<file path="config.mk">
export PLATFORM = sky130hd
export DESIGN_NAME = spatz_simd_lane_sequencer
export DESIGN_NICKNAME = d
export VERILOG_FILES = /design/src/rtl/spatz_simd_lane_sequencer.sv
export SDC_FILE = /design/constraint.sdc
export NUM_CORES = 1
export LEC_CHECK = 0
export CAP_MARGIN = 20
export CORE_MARGIN = 3
export CORE_UTILIZATION = 23
export CTS_CLUSTER_DIAMETER = 80
export DETAILED_ROUTE_END_ITERATION = 10
export PLACE_DENSITY = 0.57
export SLEW_MARGIN = 5
export SYNTH_ARGS = -nofsm -noshare
export SYNTH_HDL_FRONTEND = slang
export SYNTH_SLANG_ARGS = --single-unit
</file>
<file path="constraint.sdc">
create_clock -name clk_i -period 4.71 [get_ports clk_i]
set_input_delay 0.471 -clock clk_i [delete_from_list [all_inputs] [get_ports clk_i]]
set_output_delay 0.471 -clock clk_i [all_outputs]
set_load 0.02 [all_outputs]
</file>
<file path="src/rtl/spatz_simd_lane_sequencer.sv">
// Element-group sequencer for one combinational SIMD lane.
// Feeds operands group by group and buffers each lane result under backpressure.
package spatz_simd_lane_pkg;
    typedef enum logic [2:0] {
        VADD, VSUB, VAND, VOR, VXOR, VMUL, VMACC, VMIN
    } op_e;
    typedef enum logic [1:0] {
        EW_8, EW_16, EW_32, EW_64
    } vew_e;
endpackage

module spatz_simd_lane_sequencer
    import spatz_simd_lane_pkg::*;
#(
    parameter int Width   = 32,
    parameter int MaxVl   = 256,
    parameter int VlWidth = $clog2(MaxVl + 1),
    parameter int IdWidth = 3
) (
    input  logic               clk_i,
    input  logic               rst_ni,
    input  logic               issue_valid_i,
    output logic               issue_ready_o,
    input  op_e                issue_op_i,
    input  logic [VlWidth-1:0] issue_vl_i,
    input  vew_e               issue_sew_i,
    input  logic               issue_signed_i,
    input  logic [IdWidth-1:0] issue_id_i,
    output logic               opd_req_o,
    output logic [VlWidth-1:0] opd_idx_o,
    input  logic               opd_valid_i,
    input  logic [Width-1:0]   opd_s1_i,
    input  logic [Width-1:0]   opd_s2_i,
    input  logic [Width-1:0]   opd_d_i,
    output op_e                lane_op_o,
    output logic               lane_valid_o,
    output logic [Width-1:0]   lane_s1_o,
    output logic [Width-1:0]   lane_s2_o,
    output logic [Width-1:0]   lane_d_o,
    output logic               lane_signed_o,
    output logic               lane_carry_o,
    output vew_e               lane_sew_o,
    input  logic [Width-1:0]   lane_result_i,
    output logic               res_valid_o,
    input  logic               res_ready_i,
    output logic [Width-1:0]   res_data_o,
    output logic [Width/8-1:0] res_be_o,
    output logic [VlWidth-1:0] res_idx_o,
    output logic               res_last_o,
    output logic               done_o,
    output logic [IdWidth-1:0] done_id_o,
    output logic               busy_o
);
    localparam int NB    = Width / 8;
    localparam int NBLog = $clog2(NB);

    typedef enum logic [1:0] {IDLE, RUN, DRAIN, ZERO} state_e;

    state_e             r_state, w_state_nxt;
    op_e                r_op;
    vew_e               r_sew;
    logic               r_signed;
    logic [IdWidth-1:0] r_id;
    logic [VlWidth-1:0] r_vl, r_ng, r_g;
    logic               r_res_valid, r_res_last;
    logic [Width-1:0]   r_res_data;
    logic [NB-1:0]      r_res_be;
    logic [VlWidth-1:0] r_res_idx;

    logic [2:0]         w_ishift, w_rshift;
    logic [VlWidth:0]   w_round;
    logic [VlWidth-1:0] w_issue_ng, w_live;
    logic [VlWidth+2:0] w_live_bytes;
    logic [NB-1:0]      w_be;
    logic               w_last, w_req, w_fire, w_hs, w_done;

    // log2 of elements per group, then ngroups = ceil(vl / epg)
    assign w_ishift   = 3'(NBLog) - {1'b0, issue_sew_i};
    assign w_round    = {1'b0, issue_vl_i}
                      + ((VlWidth+1)'(1) << w_ishift)
                      - (VlWidth+1)'(1);
    assign w_issue_ng = VlWidth'(w_round >> w_ishift);

    assign w_rshift     = 3'(NBLog) - {1'b0, r_sew};
    assign w_last       = (r_g == r_ng - VlWidth'(1));
    assign w_live       = r_vl - VlWidth'(r_g << w_rshift);
    assign w_live_bytes = (VlWidth+3)'(w_live) << r_sew;

    always_comb begin
        w_be = '0;
        for (int b = 0; b < NB; b++) begin
            w_be[b] = !w_last || (w_live_bytes > (VlWidth+3)'(b));
        end
    end

    assign w_hs   = r_res_valid && res_ready_i;
    assign w_req  = (r_state == RUN) && (r_g < r_ng)
                 && (!r_res_valid || res_ready_i);
    assign w_fire = w_req && opd_valid_i;

    always_comb begin
        w_state_nxt = r_state;
        w_done      = 1'b0;
        unique case (r_state)
            IDLE: begin
                if (issue_valid_i) begin
                    w_state_nxt = (issue_vl_i == '0) ? ZERO : RUN;
                end
            end
            RUN: begin
                if (w_fire && w_last) w_state_nxt = DRAIN;
            end
            DRAIN: begin
                if (w_hs && r_res_last) begin
                    w_done      = 1'b1;
                    w_state_nxt = IDLE;
                end
            end
            ZERO: begin
                w_done      = 1'b1;
                w_state_nxt = IDLE;
            end
            default: w_state_nxt = IDLE;
        endcase
    end

    always_ff @(posedge clk_i or negedge rst_ni) begin
        if (!rst_ni) begin
            r_state     <= IDLE;
            r_op        <= VADD;
            r_sew       <= EW_8;
            r_signed    <= 1'b0;
            r_id        <= '0;
            r_vl        <= '0;
            r_ng        <= '0;
            r_g         <= '0;
            r_res_valid <= 1'b0;
            r_res_last  <= 1'b0;
            r_res_data  <= '0;
            r_res_be    <= '0;
            r_res_idx   <= '0;
        end else begin
            r_state <= w_state_nxt;
            if (r_state == IDLE && issue_valid_i) begin
                r_op     <= issue_op_i;
                r_sew    <= issue_sew_i;
                r_signed <= issue_signed_i;
                r_id     <= issue_id_i;
                r_vl     <= issue_vl_i;
                r_ng     <= w_issue_ng;
                r_g      <= '0;
            end
            if (w_fire) begin
                r_g        <= r_g + VlWidth'(1);
                r_res_data <= lane_result_i;
                r_res_be   <= w_be;
                r_res_idx  <= r_g;
                r_res_last <= w_last;
            end
            // a capture overrides a drain of the buffer: full throughput
            if (w_fire) begin
                r_res_valid <= 1'b1;
            end else if (w_hs) begin
                r_res_valid <= 1'b0;
            end
        end
    end

    assign issue_ready_o = (r_state == IDLE);
    assign busy_o        = (r_state != IDLE);
    assign opd_req_o     = w_req;
    assign opd_idx_o     = r_g;
    assign lane_valid_o  = w_fire;
    assign lane_op_o     = r_op;
    assign lane_sew_o    = r_sew;
    assign lane_signed_o = r_signed;
    assign lane_carry_o  = 1'b0;
    assign lane_s1_o     = opd_s1_i;
    assign lane_s2_o     = opd_s2_i;
    assign lane_d_o      = opd_d_i;
    assign res_valid_o   = r_res_valid;
    assign res_data_o    = r_res_data;
    assign res_be_o      = r_res_be;
    assign res_idx_o     = r_res_idx;
    assign res_last_o    = r_res_last;
    assign done_o        = w_done;
    assign done_id_o     = w_done ? r_id : '0;

endmodule

</file>
# After elaboration in Yosys (flattened, before gate mapping)
# Index checks and enable logic that the tools add are counted.
# op_classes
n_addsub,7
magnitude_cmp,5
eq_ne,7
shifts,4
n_mux,12
reduce_logical,20
# op_table
cell,count
$gt 12x1->1 const B,2
$gt 12x2->1 const B,2
$mux 9,2
$shl 9x2->12,1
$add 9x10->10,1
$shl 1x3->10 const A,1
$shr 10x3->9,1
$sub 10x1->10 const B,1
$add 9x1->9 const B,1
$eq 9x9->1,1
$logic_not 9->1,1
$lt 9x9->1,1
$shl 9x3->9,1
$sub 9x1->9 const B,1
$sub 9x9->9,1
$mux 2,4
$pmux 2 s4,1
$logic_and 1x1->1,7
$reduce_bool 2->1,3
$sub 2x2->3 const A,2
$logic_or 1x1->1,5
$eq 2x2->1 const B,2
$ne 2x2->1 const B,2
$mux 1,3
7 further kinds,8
# word_totals
regBits,85
in_bits,151
out_inout_bits,167
wordCells,68

# Logic depth before layout (Yosys ltp)
# Gate-level depths: netlist of run 1.
# depth
word_depth,7
ltp_mapped,15
ltp_nobuf,15

# Worst setup path before layout of run 1
# OpenSTA, ideal clock, no wires.
# synth_path
path_kind,register to register
startpoint,reg r_sew[1] (netlist: lane_sew_o[1])
endpoint,reg r_res_be[1] (netlist: res_be_o[1])
setup_time_ps,136
t_arrival_ps,3133
required_time_ps,4574
path_slack_ps,1441
stages_incl_launch_ff,13
path_buffers,1
period_less_slack_ps,3269
path_cell_list,dfrtp_1 ha_1 clkbuf_1 nor4b_1 ha_1 inv_1 fa_1 a31oi_1 o21a_1 o21ai_0 xor2_1 nor4_4 a31oi_1
# synth_via
elab_chain_cells,6
# synth_rtl
item,line,rtl
"start, declared",61,vew_e r_sew;
"start signal, assigned",146,r_sew <= issue_sew_i;
$sub 2x2->3,84,"assign w_rshift = 3'(NBLog) - {1'b0, r_sew};"
$shl 9x3->9,86,assign w_live = r_vl - VlWidth'(r_g << w_rshift);
$sub 9x9->9,86,
$shl 9x2->12 (*),87,assign w_live_bytes = (VlWidth+3)'(w_live) << r_sew;
$gt 12x1->1 (*),92,w_be[b] = !w_last || (w_live_bytes > (VlWidth+3)'(b));
$logic_or 1x1->1 (*),92,
"end signal, assigned",156,r_res_be <= w_be;
"end, declared",67,logic [NB-1:0] r_res_be;
# Mark *: on every way between the ends. The rest lies on a longest branch, timed or not.
# A chain may end at the register's enable or synchronous reset.

# Worst setup path after layout of run 1
# layout_path
startpoint,in issue_sew_i[0]
endpoint,reg r_ng[3]
# layout_via
elab_chain_cells,5
# layout_rtl
item,line,rtl
"start, declared",26,"input vew_e issue_sew_i,"
$sub 2x2->3 (*),78,"assign w_ishift = 3'(NBLog) - {1'b0, issue_sew_i};"
$shl 1x3->10,80,+ ((VlWidth+1)'(1) << w_ishift)
$add 9x10->10,80,
$sub 10x1->10,81,- (VlWidth+1)'(1);
$shr 10x3->9 (*),82,assign w_issue_ng = VlWidth'(w_round >> w_ishift);
"end signal, assigned",150,r_ng <= w_issue_ng;
"end, declared",64,"logic [VlWidth-1:0] r_vl, r_ng, r_g;"
# Marks and branches as above.

==> reports/qor.csv, run 1 <==
stage,metric,value,unit
status,status,finished clean,
place,gp_congestion,0.848,
power_and_ir_drop,finalPower,4.51,mW
grt,overflow,0,
timing,setup_viol,0,
yosys,synth_area_leaders,"dfrtp_1 34%, buf_4 12%, ha_1 8.5%",
clock_network,cts_tree,built,
detailed_routing,postRouteAntennaNets,0,
yosys,synth_top_family_by_area,buffers and inverters,
yosys,synth_compound_area_frac,0.126,
place,place_area,7150,um^2
final_layout,diodes,0,
yosys,syn_inst,690,
detailed_routing,vias_per_cell,4.50,
timing,fmax,260,MHz
grt,grt_start_max_net_pins,55,
final_layout,final_common_cell,clkdlybuf4s50_1,
detailed_routing,wl_per_cell,15.0,um
clock_network,cts_hold_buf,0,
detailed_routing,drcViolationCount,0,
yosys,ys.flop_type,dfrtp_1,
clock_network,cts_made_buffers,9,
place,io_buffers,124,
grt,grtUsageTotal,0.103,
critical_path,critPathKind,in -> reg,
floorplan,io-pin-count,318,
timing,period_share,0.817,
place,dpl.hpwl,11.9,mm
critical_path,cp-end-kind,flop,
critical_path,cp_data_arrival_time,4070,ps
floorplan,die_w,172,um
grt,grt_pass1_vias,4636,
yosys,yosysSeqAreaShare,0.336,
floorplan,die_y,172,um
yosys,ys_ff_latch,85,
floorplan,coreArea,27000,um^2
power_and_ir_drop,p_per_area,605,nW/um^2
power_and_ir_drop,peakVddDrop,184,uV
yosys,synth_edf_count,0,
final_layout,final_cell_mix,"123 x clkdlybuf4s50_1, 85 x dfrtp_1, 72 x nand2_1, 46 x inv_1, 44 x mux2_2",
timing,period_needed,3850,ps
timing,fin_setup_tns,0,ps
clock_network,clk_latency,340,ps
timing,whs,54.5,ps
timing,slew_viol_final,0,
detailed_routing,drt_first_pass_iters,5,
timing,hold_viol,0,
yosys,synthAdderAreaFrac,0.0930,
final_layout,layout.cells.non_filler,1050,
timing,fin_ws,861,ps
detailed_routing,drtIter0Drc,270,
clock_network,clockBufferDepth,2,
yosys,synth.avg_cell_area,9.16,um^2
yosys,synthSimpleGateAreaFrac,0.129,
critical_path,cp_max_fo,12,
clock_network,root_buffer,clkbuf_16,
grt,grt_pass1_wl,24.4,mm
grt,antenna_found_initial,0,
place,dp_slack,546,ps
timing,max-slew-margin-rel,0.411,
floorplan,row_count,60,
yosys,syn_area,6320,um^2
final_layout,finalNetCount,900,
hold_path,min_path_type,in -> async,
flow_run,maxCapViolCount,0,
clock_network,cts_sinks,85,
critical_path,startpoint_type,input pin,
yosys,synth-xor-area-share,0.0305,
final_layout,fin_util,0.277,
final_layout,drive_above_1_share,0.110,
clock_network,postCtsSetupRepairBufs,0,
yosys,synth_top_area_share,0.336,
place,post-place-cells,1034,
yosys,synth_top_area_cell,dfrtp_1,
floorplan,start_util,0.235,
timing,tightest_slew,875,ps
clock_network,cts_resized,0,
timing,rsz0062_at_grt,false,
yosys,ys_warn_count,0,
detailed_routing,drt_wl_total,15.8,mm
yosys,ys_types,61,
yosys,synthMuxAreaShare,0.116,
timing,finClkSkew,5.39,ps
clock_network,cts-htree-levels,3,
yosys,postSynth.asyncResetShare,1.00,
floorplan,dieArea,29500,um^2
final_layout,syn2layout_area_growth,17.9,%
clock_network,cts.reportedPaths.clkPinSlew,60,ps
final_layout,final_area,7460,um^2
detailed_routing,vias,4729,
critical_path,cp.required,4930,ps
power_and_ir_drop,p_leak,3.14,nW
yosys,synth_nets,886,
Yosys cell counts (2+ instances only):
| master | instances |
|---|---|
| nor2b_1 | 6 |
| o21bai_1 | 2 |
| buf_4 | 98 |
| mux2_2 | 44 |
| inv_1 | 47 |
| o211ai_1 | 5 |
| o31ai_1 | 2 |
| a211o_1 | 2 |
| nand4_1 | 2 |
| o21ai_1 | 2 |
| a31oi_1 | 10 |
| o22ai_1 | 5 |
| nor3_1 | 10 |
| buf_2 | 4 |
| ha_1 | 43 |
| o21ai_0 | 34 |
| nand2_1 | 72 |
| nand3b_1 | 2 |
| a221o_1 | 2 |
| a211oi_1 | 6 |
| conb_1 | 2 |
| fa_1 | 2 |
| nand3_1 | 12 |
| a21o_1 | 6 |
| a221oi_1 | 2 |
| clkbuf_1 | 18 |
| xor2_1 | 8 |
| mux2i_1 | 17 |
| buf_6 | 4 |
| dfrtp_1 | 85 |
| mux4_2 | 3 |
| o21a_1 | 6 |
| or2_2 | 4 |
| nor2_1 | 39 |
| a22oi_1 | 3 |
| or3_1 | 3 |
| a21oi_1 | 22 |
| and2_1 | 4 |
| o2111ai_1 | 3 |
| buf_1 | 3 |
| nor4_1 | 3 |
| xnor2_1 | 14 |
| a22o_1 | 4 |
| nand2b_1 | 8 |
sequential cells by signal, indices dropped and copies added (netlist names):
signal         flops
r_id               3
lane_sew_o         2
r_ng               9
res_data_o        32
res_valid_o        1
lane_op_o          3
lane_signed_o      1
res_idx_o          9
opd_idx_o          9
r_state            2
res_last_o         1
r_vl               9
res_be_o           4
power by group:
group	internal [mW]	total (mW)	leakage, nW	switching (mW)
Sequential	1.02	1.27	1.03	0.251
Combinational	1.20	2.51	1.96	1.31
Clock	0.441	0.733	0.150	0.292
final timing paths:
path                       slack (ps)  cells past startpoint             end            from
max reg2reg                      1140                      9    opd_idx_o[3]    opd_idx_o[7]
min in group clk_i                460                      2         r_id[1]         r_id[1]
min reg2reg                       460                      2         r_id[1]         r_id[1]
max                               860                     14         r_ng[3]  issue_sew_i[0]
max in group asynchronous        3600                      2   lane_sew_o[1]          rst_ni
min                                50                      1  res_data_o[28]          rst_ni
final cells by class:
type | count | area (um^2)
Timing Repair Buffer | 130 | 1280
Sequential cell | 85 | 2130
Inverter | 48 | 180
Tap cell | 341 | 427
Fill cell | 2884 | 19500
Clock inverter | 3 | 43.8
Clock buffer | 13 | 260
Multi-Input combinational cell | 430 | 3140
critical path, cell delays in order:
cell             delay [ps]
clkdlybuf4s50_1         480
clkinv_1                320
ha_1                    350
inv_1                    60
ha_1                    250
inv_1                    70
ha_1                    240
a211oi_1                520
o21bai_1                230
a2bb2oi_1               200
a21o_1                  210
xor2_1                  170
a22o_1                  220
a221o_1                 290
layer usage:
| metal | vias up | track usage | share of wire |
|---|---|---|---|
| met5 | - | 0 | 0 |
| met4 | 0 | 0.0330 | 0.011 |
| met3 | 18 | 0.0246 | 0.066 |
| met2 | 148 | 0.163 | 0.44 |
| met1 | 2272 | 0.140 | 0.48 |
| li1 | 2291 | - | - |
cell families after synthesis:
family          after synthesis
buf+inv                     175
simple gates                173
compound gates              123
flops                        85
mux                          64
fa+ha+maj                    46
xor+xnor                     22
other cells                   2
Note: power is estimated with default switching activity, not from simulation.
==> inputs of run 2 (changes only) <==
- clock period: 4.71 -> 3.66 ns (I/O delays scaled with it)
==> reports/qor.csv, run 2 (same netlist as run 1, synthesis figures left out) <==
stage,metric,value,unit
grt,overflow,0,
hold_path,min_path_type,reg -> reg,
floorplan,row_count,60,
clock_network,root_buffer,clkbuf_16,
final_layout,syn2layout_area_growth,20.7,%
critical_path,cp_max_fo,4,
floorplan,start_util,0.235,
clock_network,cts_hold_buf,1,
final_layout,largest_reg_flops,32,
detailed_routing,drtIter0Drc,180,
place,io_buffers,124,
floorplan,coreArea,27000,um^2
timing,period_needed,3370,ps
clock_network,cts_resized,0,
grt,grtUsageTotal,0.104,
critical_path,startpoint_type,input pin,
detailed_routing,drt_first_pass_iters,4,
place,dp_slack,-42.1,ps
clock_network,cts_made_buffers,9,
timing,fin_ws,288,ps
floorplan,die_y,172,um
timing,fin_setup_tns,0,ps
detailed_routing,vias,4771,
clock_network,cts-htree-levels,3,
timing,setup_viol,0,
final_layout,drive_above_1_share,0.134,
grt,grt_start_max_net_pins,56,
place,gp_congestion,0.871,
critical_path,cp.required,3860,ps
final_layout,layout.cells.non_filler,1072,
timing,period_share,0.921,
critical_path,rrSetupSlack,450,ps
timing,finClkSkew,7.88,ps
place,post-place-cells,1055,
clock_network,cts_tree,built,
detailed_routing,drt_wl_total,15.7,mm
power_and_ir_drop,finalPower,5.80,mW
timing,hold_viol,0,
final_layout,final_common_cell,clkdlybuf4s50_1,
timing,slew_viol_final,0,
timing,max-slew-margin-rel,0.501,
final_layout,final_cell_mix,"123 x clkdlybuf4s50_1, 85 x dfrtp_1, 72 x nand2_1, 46 x inv_1, 44 x mux2_2",
clock_network,cts_sinks,85,
power_and_ir_drop,p_per_area,759,nW/um^2
critical_path,cp-end-kind,flop,
detailed_routing,wl_per_cell,14.6,um
flow_run,maxCapViolCount,0,
floorplan,dieArea,29500,um^2
critical_path,cp_data_arrival_time,3580,ps
final_layout,finalNetCount,922,
final_layout,fin_util,0.283,
timing,rsz0062_at_grt,false,
status,status,finished clean,
grt,antenna_found_initial,0,
clock_network,clk_latency,340,ps
detailed_routing,postRouteAntennaNets,0,
place,dpl.hpwl,12.2,mm
clock_network,postCtsSetupRepairBufs,0,
floorplan,die_w,172,um
critical_path,critPathKind,in -> reg,
final_layout,diodes,0,
power_and_ir_drop,p_leak,3.25,nW
power_and_ir_drop,peakVddDrop,247,uV
clock_network,cts.reportedPaths.clkPinSlew,60,ps
floorplan,io-pin-count,318,
grt,grt_pass1_vias,4511,
detailed_routing,drcViolationCount,0,
timing,fmax,297,MHz
detailed_routing,vias_per_cell,4.45,
grt,grt_pass1_wl,24.4,mm
clock_network,clockBufferDepth,2,
timing,tightest_slew,742,ps
-- run 2: cell count changes in the layout (fill, tap and decap cells not counted), sizes merged --
| cell | previous run | this run |
|---|---|---|
| clkbuf | 13 | 14 |
| clkinvlp | 0 | 1 |
| inv | 47 | 48 |
| buf | 7 | 28 |
| dlygate4sd3 | 0 | 1 |
| clkinv | 3 | 1 |
| bufinv | 1 | 0 |
-- run 2: final cells by class --
type	count	area (um^2)
multi-input combinational	430	3140
sequential	85	2130
clock buffer	14	264
tap	341	427
clock inverter	2	16.3
inverter	48	180
timing repair buffer	152	1480
fill	2842	19300
-- run 2: critical path: stages --
cell	delay [ps]
clkdlybuf4s50_1	520
ha_1	160
inv_1	40
ha_1	260
inv_1	60
ha_1	200
inv_1	70
fa_1	380
nor2b_1	160
o31a_1	230
mux2_2	360
a211oi_1	180
buf_4	160
a21oi_1	50
o21ai_0	250
o21ai_0	130
-- run 2: through the flow --
| stage | cell area (um^2) | hold WS (ps) |
|---|---|---|
| 2_1_floorplan | 6320 | 70.4 |
| 3_3_place_gp | 7320 | 450 |
| 3_5_place_dp | 7340 | 339 |
| 4_1_cts | 7630 | 471 |
| 5_1_grt | 7630 | 495 |
| 6_report | 7630 | 466 |
-- run 2: path summary, 6_finish.rpt --
kind	startpoint	cells past startpoint	to
max in group asynchronous	rst_ni	3	r_vl[6]
setup / recovery	issue_sew_i[0]	16	r_ng[0]
min in group asynchronous	rst_ni	2	res_data_o[25]
setup reg to reg	lane_sew_o[0]	12	res_be_o[1]
hold / removal	r_id[1]	2	r_id[1]
hold reg to reg	r_id[1]	2	r_id[1]
-- run 2: layer usage --
layer	part of all wire	vias up	track usage
met5	0	-	0
met4	0.017	0	0.0455
met3	0.068	23	0.0207
met2	0.44	157	0.160
met1	0.48	2253	0.141
li1	-	2338	-
-- run 2: power breakdown --
group | switching [mW] | internal, mW
clock | 0.370 | 0.501
combinational | 1.72 | 1.61
sequential | 0.287 | 1.32
total | 2.37 | 3.42
